<file path="config.mk">
export PLATFORM = sky130hd
export DESIGN_NAME = dp_ctrl_fsm
export DESIGN_NICKNAME = d
export VERILOG_FILES = /design/src/rtl/dp_ctrl_fsm.sv
export SDC_FILE = /design/constraint.sdc
export NUM_CORES = 1
export LEC_CHECK = 0
export CAP_MARGIN = 25
export CORE_MARGIN = 4
export CORE_UTILIZATION = 43
export DETAILED_ROUTE_END_ITERATION = 7
export PLACE_DENSITY_LB_ADDON = 0.2
export SLEW_MARGIN = 20
export SYNTH_ARGS = -nofsm -noshare
export SYNTH_HDL_FRONTEND = slang
export SYNTH_SLANG_ARGS = --single-unit
</file>
<file path="constraint.sdc">
create_clock -name clk -period 2.6 [get_ports clk]
set_clock_uncertainty 0.1 [all_clocks]
set_input_delay 0.52 -clock clk [delete_from_list [all_inputs] [get_ports clk]]
set_output_delay 0.52 -clock clk [all_outputs]
set_load 0.03 [all_outputs]
</file>
<file path="src/rtl/dp_ctrl_fsm.sv">
// ---------------------------------------------------------------------------
// dp_ctrl_fsm
//   Multi-cycle control unit for the ARM data-processing CPU datapath.
//   Sequences FETCH / DECODE / EXEC / WB. It decodes data-processing
//   instructions held in IR into ALU, shifter and operand selects, and
//   checks the condition field against NZCV. Execution is gated by the
//   board run/step switches.
//
// Parameters
//   CNT_W     width of the retired-instruction counter (wraps)
//   COND_EN   1: evaluate IR[31:28]; 0: every cond is AL (1111 still NOP)
//
// Ports
//   clk, rst_n            clock (rising edge), async active-low reset
//   run                   level: execute instructions back to back
//   step                  one-clock pulse: execute one instruction from IDLE
//   IR, NZCV              instruction register, current flags {N,Z,C,V}
//   Write_PC, Write_IR    fetch strobes
//   Write_Reg             register-file write strobe (Rd)
//   LA, LB, LC            latch the Rn / Rm / Rs operands
//   LF                    latch the ALU result
//   S                     flag-update strobe
//   rm_imm_s              B operand select (0 Rm, 1 imm8)
//   rs_imm_s              shift amount select (00 Rs, 01 IR[11:7], 10 rot*2)
//   ALU_OP, SHIFT_OP      registered ALU / shifter operation fields
//   state, busy           current state, state != IDLE
//   retired               count of executed instructions
// ---------------------------------------------------------------------------
module dp_ctrl_fsm #(
   parameter int unsigned CNT_W   = 16,
   parameter bit          COND_EN = 1'b1
) (
   input  logic             clk,
   input  logic             rst_n,
   input  logic             run,
   input  logic             step,
   input  logic [31:0]      IR,
   input  logic [3:0]       NZCV,
   output logic             Write_PC,
   output logic             Write_IR,
   output logic             Write_Reg,
   output logic             LA,
   output logic             LB,
   output logic             LC,
   output logic             LF,
   output logic             S,
   output logic             rm_imm_s,
   output logic [1:0]       rs_imm_s,
   output logic [3:0]       ALU_OP,
   output logic [2:0]       SHIFT_OP,
   output logic [2:0]       state,
   output logic             busy,
   output logic [CNT_W-1:0] retired
);

   typedef enum logic [2:0] {
      ST_IDLE   = 3'd0,
      ST_FETCH  = 3'd1,
      ST_DECODE = 3'd2,
      ST_EXEC   = 3'd3,
      ST_WB     = 3'd4
   } state_t;

   state_t st;
   logic   s_lat;       // flag update for the instruction in flight
   logic   cond_pass;
   logic   non_dp;
   logic   is_cmp_ir;   // opcode 10xx, decoded straight from IR
   logic   is_cmp_reg;  // same, from the latched ALU_OP (valid after DECODE)

   // Bits of IR that this unit never looks at.
   logic   unused_ir;
   assign unused_ir = ^{IR[19:8], IR[3:0]};

   logic n_f, z_f, c_f, v_f;
   assign {n_f, z_f, c_f, v_f} = NZCV;

   // Condition evaluation
   always_comb begin
      cond_pass = 1'b0;
      if (COND_EN) begin
         unique case (IR[31:28])
            4'h0: cond_pass = z_f;
            4'h1: cond_pass = !z_f;
            4'h2: cond_pass = c_f;
            4'h3: cond_pass = !c_f;
            4'h4: cond_pass = n_f;
            4'h5: cond_pass = !n_f;
            4'h6: cond_pass = v_f;
            4'h7: cond_pass = !v_f;
            4'h8: cond_pass = c_f && !z_f;
            4'h9: cond_pass = !c_f || z_f;
            4'hA: cond_pass = (n_f == v_f);
            4'hB: cond_pass = (n_f != v_f);
            4'hC: cond_pass = !z_f && (n_f == v_f);
            4'hD: cond_pass = z_f || (n_f != v_f);
            4'hE: cond_pass = 1'b1;
            4'hF: cond_pass = 1'b0;
            default: cond_pass = 1'b0;
         endcase
      end else begin
         cond_pass = (IR[31:28] != 4'hF);
      end
   end

   assign is_cmp_ir  = (IR[24:23] == 2'b10);
   assign is_cmp_reg = (ALU_OP[3:2] == 2'b10);

   // Not a data-processing instruction: other class, multiply/extra
   // load-store space, or a compare without S (MRS/MSR/misc space).
   assign non_dp = (IR[27:26] != 2'b00)
                || (!IR[25] && IR[7] && IR[4])
                || (is_cmp_ir && !IR[20]);

   // Sequencer, field registers and retired counter
   always_ff @(posedge clk or negedge rst_n) begin
      if (!rst_n) begin
         st       <= ST_IDLE;
         s_lat    <= 1'b0;
         rm_imm_s <= 1'b0;
         rs_imm_s <= '0;
         ALU_OP   <= '0;
         SHIFT_OP <= '0;
         retired  <= '0;
      end else begin
         unique case (st)
            ST_IDLE: begin
               if (run || step)
                  st <= ST_FETCH;
            end
            ST_FETCH: begin
               st <= ST_DECODE;
            end
            ST_DECODE: begin
               ALU_OP <= IR[24:21];
               s_lat  <= IR[20] || is_cmp_ir;
               if (IR[25]) begin
                  rm_imm_s <= 1'b1;
                  rs_imm_s <= 2'b10;
                  SHIFT_OP <= 3'b110;
               end else if (!IR[4]) begin
                  rm_imm_s <= 1'b0;
                  rs_imm_s <= 2'b01;
                  SHIFT_OP <= {IR[6:5], 1'b0};
               end else begin
                  rm_imm_s <= 1'b0;
                  rs_imm_s <= 2'b00;
                  SHIFT_OP <= {IR[6:5], 1'b1};
               end
               if (non_dp || !cond_pass)
                  st <= run ? ST_FETCH : ST_IDLE;
               else
                  st <= ST_EXEC;
            end
            ST_EXEC: begin
               if (is_cmp_reg) begin
                  retired <= retired + 1'b1;
                  st      <= run ? ST_FETCH : ST_IDLE;
               end else begin
                  st <= ST_WB;
               end
            end
            ST_WB: begin
               retired <= retired + 1'b1;
               st      <= run ? ST_FETCH : ST_IDLE;
            end
            default: st <= ST_IDLE;
         endcase
      end
   end

   // Moore strobes decoded from the state register, so an async reset
   // clears them in the same cycle.
   always_comb begin
      Write_PC  = 1'b0;
      Write_IR  = 1'b0;
      Write_Reg = 1'b0;
      LA        = 1'b0;
      LB        = 1'b0;
      LC        = 1'b0;
      LF        = 1'b0;
      S         = 1'b0;
      unique case (st)
         ST_FETCH: begin
            Write_PC = 1'b1;
            Write_IR = 1'b1;
         end
         ST_DECODE: begin
            LA = 1'b1;
            LB = 1'b1;
            LC = 1'b1;
         end
         ST_EXEC: begin
            LF = 1'b1;
            S  = s_lat;
         end
         ST_WB: begin
            Write_Reg = 1'b1;
         end
         default: ;
      endcase
   end

   assign state = st;
   assign busy  = (st != ST_IDLE);

endmodule
</file>
**Word-level counts from Yosys, hierarchy flattened**

Index checks and enable logic that the tools add are counted.

- Flip-flop bits (word level): 30
- Bits in latches: 0
- RAM bits: 0
- Bits in read-only memories: 0
- Bits of input ports: 40
- Output and inout bits: 38
- Logic and storage cells: 76
- Memories: 0

- Add/subtract/negate cells: 1
- Multipliers: 0
- Divide/modulo/power cells: 0
- $lt $le $gt $ge: 0
- Equality and inequality tests: 25
- Shift operators: 0
- Multiplexer cells: 18
- Bitwise gates (word level): 0
- Reduce and logical (&&, ||, !) cells: 25

Operators by type and width:

| cell | count |
|---|---|
| == test 4 bit (second input constant) | 8 |
| one-hot mux 16 bit (2 select lines) | 1 |
| adder 16 x 1 -> 16 bit (second input constant) | 1 |
| == test 4 x 3 -> 1 bit (second input constant) | 4 |
| 2-to-1 mux 16 bit | 1 |
| one-hot mux 1 bit (16 select lines) | 1 |
| one-hot mux 3 bit (5 select lines) | 1 |
| 2-to-1 mux 1 bit | 9 |
| 2-to-1 mux 3 bit | 3 |
| == test 4 x 2 -> 1 bit (second input constant) | 2 |
| zero test 1 bit | 7 |
| logical OR 1 bit | 7 |
| == test 3 x 2 -> 1 bit (second input constant) | 2 |
| logical AND 1 bit | 5 |
| == test 2 bit (second input constant) | 2 |
| == test 4 x 1 -> 1 bit (second input constant) | 1 |
| zero test 4 bit | 1 |
| 2-to-1 mux 2 bit | 2 |
| inequality test 2 bit (second input constant) | 2 |
| nonzero test 2 bit | 2 |
| == test 3 x 1 -> 1 bit (second input constant) | 1 |
| == test 3 bit (second input constant) | 1 |
| zero test 3 bit | 1 |
| nonzero test 3 bit | 1 |
| other kinds (3) | 3 |

**Longest topological paths before layout**

Gate-level depths: netlist of run 1.

- Word-level depth: 8
- Mapped depth: 6
- Gate-level depth less buffers: 5

**Worst setup path before layout of run 1**

No wires, ideal clock.

- Path type: flip-flop to output port
- Start point: register st[0] (netlist: state[0])
- End point: output Write_PC
- Arrival time: 1.793 ns
- Required time: 1.980 ns
- Setup slack: 0.187 ns
- Stages on the path, launching flop included: 3
- Path buffers: 1
- Path through: dfrtp_1 -> nor3b_1 -> buf_4

- Cells in the longest elaborated chain, start to end: 2

Ends and longest elaborated chain:

| what | RTL line | source |
|---|---|---|
| start: declaration | 64 | `state_t st;` |
| start signal: assignment | 151 | `st <= run ? ST_FETCH : ST_IDLE;` |
| start signal: assignment | 158 | `st <= run ? ST_FETCH : ST_IDLE;` |
| start signal: assignment | 165 | `st <= run ? ST_FETCH : ST_IDLE;` |
| == test 3 x 1 -> 1 bit | n/a |  |
| 2-to-1 mux 1 bit | n/a |  |
| end: declaration | 39 | `output logic Write_PC,` |

Every way passes these cells.

**Worst setup path after layout of run 1**

- Start point: register st[2] (netlist: state[2])
- End point: output LB

- Cells in the longest elaborated chain, start to end: 2

Ends and longest elaborated chain:

| what | RTL line | source |
|---|---|---|
| == test 3 x 2 -> 1 bit | 183 | `unique case (st)` |
| 2-to-1 mux 1 bit | 183 |  |
| end: declaration | 43 | `output logic LB,` |

Every way passes these cells.

==> impl_metrics.yaml, run 1 <==
finish:
  layout_common_cells: "54 x clkdlybuf4s50_1, 29 x dfrtp_1, 24 x nand2_1"
  multiInputGateArea_um2: 736
  final_common_cell: "clkdlybuf4s50_1"
  layout-drive-gt1-share_pct: 8.37
  area_delta_synth_final_pct: 45.3
  diodes: 0
  regArea_um2: 726
  num-fill-cells: 295
  final_cell_count_no_fill: 261
  nets: 255
floorplanning:
  rows: 21
  die_w_um: 68.1
  die_area_um2: 4640
  core_area_um2: 3420
  io_pins: 78
  initial_utilization_pct: 45.5
  dieHeight_um: 68.1
clock_tree:
  cts_root_buffer: "clkbuf_4"
  clkSlewWorstSetupHoldPaths_ns: 0.09
  worstSkewPairLatency_ns: 0.32
  clock_sinks: 29
  cts_buffers: 5
  post_cts.repair.setup_buffers: 0
  ctsResizeCount: 3
  clk_path_buf_depth: 2
  htree_num_levels: 2
  cts_tree: "done"
  ctsHoldBuffers: 0
routing:
  met3_length_um: 226
  top_layer_used: "met4"
  met1_length_um: 1400
  drcViolationCount: 0
  vias_per_cell: 5.16
  wl_per_cell_um: 13.5
  via_count: 1347
  final_antenna_net_count: 0
  dr.pass1.iters: 4
  dr_wl_met2_um: 1830
  finalWirelength_um: 3530
  drtIter0Drc: 62
yosys:
  ys_ff_latch: 29
  synth_cell_type_count: 45
  ys.flop_type: "dfrtp_1"
  synth_warnings: 0
  syn-cell-area_um2: 1550
  synth_seq_area_share_pct: 46.7
  avgSynthCellArea_um2: 10.1
  synth.net_count: 195
  synth-async-reset-ratio_pct: 100
  syn_inst: 154
  synth-edff-count: 0
power:
  p_per_area_nw_per_um2: 993
  finalPower_uw: 2240
  power.leakage_uw: 0.00105
  ir_drop_mv: 0.608
sta:
  max-slew-margin-rel_pct: 76.4
  setup-tns-final_ns: 0
  finalHoldViolations: 0
  fin_ws_ns: 0.176
  tightest_slew_ns: 0.345
  period_minus_slack_ns: 2.42
  max_freq_mhz: 413
  rsz0062_at_grt: "no"
  drv_slew: 0
  hold_ws_ns: 0.372
  setup_viol: 0
  period_share_pct: 93.2
worst_setup_path:
  r2r_end: "state[0]"
  startpoint_type: "flop"
  crit_path_end_kind: "output port"
  rr_worst_depth: 6
  worstSetupPathType: "flop to output port"
  crit_arrival_ns: 1.80
  worstPathRequired_ns: 1.98
  cp_max_fo: 9
  worstReg2RegStart: "state[2]"
  r2r_slack_ns: 0.69
place:
  post-dp-hpwl_um: 2750
  dp.cells: 253
  gp_congestion: 0.822
  numPortBuffers: 61
  pre_cts_slack_ns: 0.165
run_status:
  status: "finished, final reports clean"
global_routing:
  gr-usage-all-layers_pct: 16.9
  overflow: 0
  antenna_found_initial: 0
  grt_pass1_wl_um: 5910
  grt_pass1_vias: 1375
  grt_max_degree: 30
hold_path:
  min_to: "SHIFT_OP[2]"
  hold_path_class: "flop to flop"
  hold_path.startpoint: "SHIFT_OP[2]"
  hold_depth: 2
run:
  maxCapViolCount: 0
[registers in the layout, indices dropped and copies added, names as in the netlist]
name      cells
retired      16
ALU_OP        4
SHIFT_OP      3
state         3
rm_imm_s      1
rs_imm_s      1
s_lat         1
[logic make-up (layout without fill, tap and decap cells)]
| group | count (synthesis) | in the layout | share of synthesized area [%] |
|---|---|---|---|
| xor gates and xnor gates | 18 | 18 | 10.1 |
| muxes | 2 | 2 | 1.37 |
| DFF | 29 | 29 | 46.7 |
| adders and majority gates | 2 | 2 | 1.45 |
| AOI/OAI and AO/OA | 18 | 18 | 8.86 |
| and+or+nand+nor | 69 | 69 | 25.5 |
| buffers and inverters | 16 | 77 | 5.96 |
[critical path, cell delays in order, from the launching register on]
cell and delay (ns):
dfrtp_1 0.46, and2b_4 0.33, nand2b_4 0.06, inv_1 0.20, dlygate4sd2_1 0.44
[layout make-up]
type	instances	area share, %
flip-flops and latches	29	32.1
inverters	6	0.997
clock inverters	1	1.33
multi-input cells	109	32.6
repair buffers	63	28.0
well taps	46	2.55
clock buffers	7	2.44
[power by group]
| part | internal, µW | total (µW) | switching (µW) |
|---|---|---|---|
| sequential | 580 | 707 | 127 |
| combinational | 491 | 1160 | 666 |
| clock | 230 | 380 | 150 |
| total | 1300 | 2240 | 943 |
[through the flow]
stage | area (µm²) | utilization, %
after global placement | 2170 | 63.4
after detailed placement | 2170 | 63.4
after global routing | 2260 | 66.1
after CTS | 2250 | 65.8
final | 2260 | 66.1
after floorplan | 1550 | -
[cell usage after synthesis, types with 2 or more instances]
cell type | instances | area, µm²
dfrtp_1 | 29 | 726
and2_1 | 4 | 25.0
o21ai_0 | 5 | 25.0
clkbuf_1 | 2 | 7.51
nor2_1 | 2 | 7.51
inv_1 | 6 | 22.5
nand4_1 | 9 | 56.3
and3_1 | 7 | 43.8
xor2_1 | 2 | 17.5
buf_2 | 2 | 10.0
buf_6 | 2 | 22.5
nor2b_1 | 4 | 25.0
nand3_1 | 4 | 20.0
nand2_1 | 24 | 90.1
xnor2_1 | 16 | 140
nor3b_1 | 2 | 15.0
buf_4 | 4 | 30.0
or2_2 | 2 | 12.5
nor4_1 | 2 | 12.5
[worst max path at each step]
stage	from	end	depth (start not counted)
after global routing	state[2]	LA	4
after CTS	state[2]	S	3
final	state[2]	LB	4
after detailed placement	IR[28]	state[0]	6
after global placement	IR[28]	state[0]	6
after floorplan	state[0]	Write_PC	2
[per-layer routing]
metal	vias to the layer above	track usage (%)
li1	659	-
met1	626	19.4
met2	51	29.5
met3	11	4.93
met4	0	6.70
met5	-	0
No activity file was read; power rests on OpenSTA's default activity.
==> run 2: changes to the inputs <==
MAX_ROUTING_LAYER = met4   (was not set)
==> run 2 against run 1 <==
Net effect: final area unchanged; power about the same; routed wire length up 0.17%; first-iteration DRC count down 3.2%; cell count unchanged; critical path type unchanged.
==> impl_metrics.yaml, run 2 (synthesis results as in run 1) <==
global_routing:
  antenna_found_initial: 0
  overflow: 0
  grt_pass1_wl_um: 5910
  gr-usage-all-layers_pct: 17.4
  grt_pass1_vias: 1373
  grt_max_degree: 30
worst_setup_path:
  startpoint_type: "flop"
  r2r_end: "state[0]"
  max_stage_delay_ns: 0.46
  cp_slowest_cell: "dfrtp_1"
  worstSetupPathType: "flop to output port"
  worstReg2RegStart: "state[2]"
  cp_max_fo: 9
  worstPathRequired_ns: 1.98
  crit_path_end_kind: "output port"
  r2r_slack_ns: 0.69
  rr_worst_depth: 6
  path_cells: "and2b_4 > nand2b_4 > inv_1 > dlygate4sd2_1"
  crit_arrival_ns: 1.80
sta:
  period_share_pct: 93.2
  hold_ws_ns: 0.374
  setup_viol: 0
  rsz0062_at_grt: "no"
  finalHoldViolations: 0
  period_minus_slack_ns: 2.42
  max-slew-margin-rel_pct: 76.6
  max_freq_mhz: 413
  drv_slew: 0
  tightest_slew_ns: 0.342
  setup-tns-final_ns: 0
finish:
  layout_common_cells: "54 x clkdlybuf4s50_1, 29 x dfrtp_1, 24 x nand2_1"
  regMostFlops: "retired"
  layout-drive-gt1-share_pct: 8.37
  finalInstanceArea_um2: 2260
  nets: 255
  diodes: 0
  reg_top3: "retired (16), ALU_OP (4)"
  final_util_pct: 66.1
  final_common_cell: "clkdlybuf4s50_1"
  area_delta_synth_final_pct: 45.3
  num-fill-cells: 295
  largest_reg_flops: 16
place:
  post-dp-hpwl_um: 2750
  numPortBuffers: 61
  gp_congestion: 0.834
  place_area_um2: 2170
clock_tree:
  post_cts.repair.setup_buffers: 0
  ctsHoldBuffers: 0
  ctsResizeCount: 3
  clkSlewWorstSetupHoldPaths_ns: 0.09
  cts_tree: "done"
  clock_sinks: 29
  htree_num_levels: 2
  clk_path_buf_depth: 2
  cts_buffers: 5
  cts_root_buffer: "clkbuf_4"
  worstSkewPairLatency_ns: 0.32
routing:
  via_count: 1346
  drcViolationCount: 0
  final_antenna_net_count: 0
  dr.pass1.iters: 4
  vias_per_cell: 5.16
  finalWirelength_um: 3540
  wl_per_cell_um: 13.5
  drtIter0Drc: 60
hold_path:
  hold_path_class: "flop to flop"
  hold_depth: 2
  min_to: "SHIFT_OP[2]"
  hold_path.startpoint: "SHIFT_OP[2]"
floorplanning:
  core_area_um2: 3420
  dieHeight_um: 68.1
  die_w_um: 68.1
  initial_utilization_pct: 45.5
  die_area_um2: 4640
  io_pins: 78
  rows: 21
power:
  power.leakage_uw: 0.00105
  ir_drop_mv: 0.609
  p_per_area_nw_per_um2: 994
run:
  maxCapViolCount: 0
run_status:
  status: "finished, final reports clean"
[run 2: cell counts in the layout (fill, tap and decap cells not counted)]
Identical to the previous run, type by type.
[run 2: worst max path at each step]
stage	endpoint	slack (ns)	from	depth (start not counted)
final	LB	0.18	state[2]	4
after global placement	state[0]	0.20	IR[28]	6
after global routing	LA	0.05	state[2]	4
after detailed placement	state[0]	0.16	IR[28]	6
after CTS	S	0.005	state[2]	3
after floorplan	Write_PC	0.19	state[0]	2
[run 2: layout make-up]
type                    instances  area (µm²)  share of cell area (%)
flip-flops and latches         29         726                    32.1
multi-input cells             109         736                    32.6
inverters                       6        22.5                   0.997
well taps                      46        57.6                    2.55
clock inverters                 1        30.0                    1.33
clock buffers                   7        55.1                    2.44
repair buffers                 63         632                    28.0
[run 2: per-layer routing]
metal | share of wire (%) | routed length, µm | GRT usage, % | up-vias
li1 | - | - | - | 658
met1 | 41 | 1440 | 19.8 | 629
met2 | 52 | 1820 | 29.5 | 48
met3 | 5.7 | 203 | 4.27 | 11
met4 | 2.1 | 74 | 6.70 | 0
met5 | 0 | 0 | - | -
[run 2: power breakdown]
| part | leakage [µW] | total [µW] | internal [µW] | switching, µW |
|---|---|---|---|---|
| clock | 0.0000455 | 381 | 230 | 151 |
| sequential | 0.000380 | 708 | 580 | 128 |
| combinational | 0.000620 | 1160 | 491 | 665 |
[run 2: worst max-delay path: cells and delay by family (launching register included)]
kind | cells | cell delay, ns
buffers and inverters | 2 | 0.64
flip-flops | 1 | 0.46
AND/OR/NAND/NOR | 2 | 0.39
[run 2: through the flow]
step / total power (µW) / instances / setup WS, ns
finish: 2240 / 261 / 0.178
global placement: 1870 / 253 / 0.198
CTS: 2280 / 261 / 0.00510
floorplan: 1440 / 154 / 0.187
detailed placement: 1910 / 253 / 0.165
global route: 2390 / 261 / 0.0549
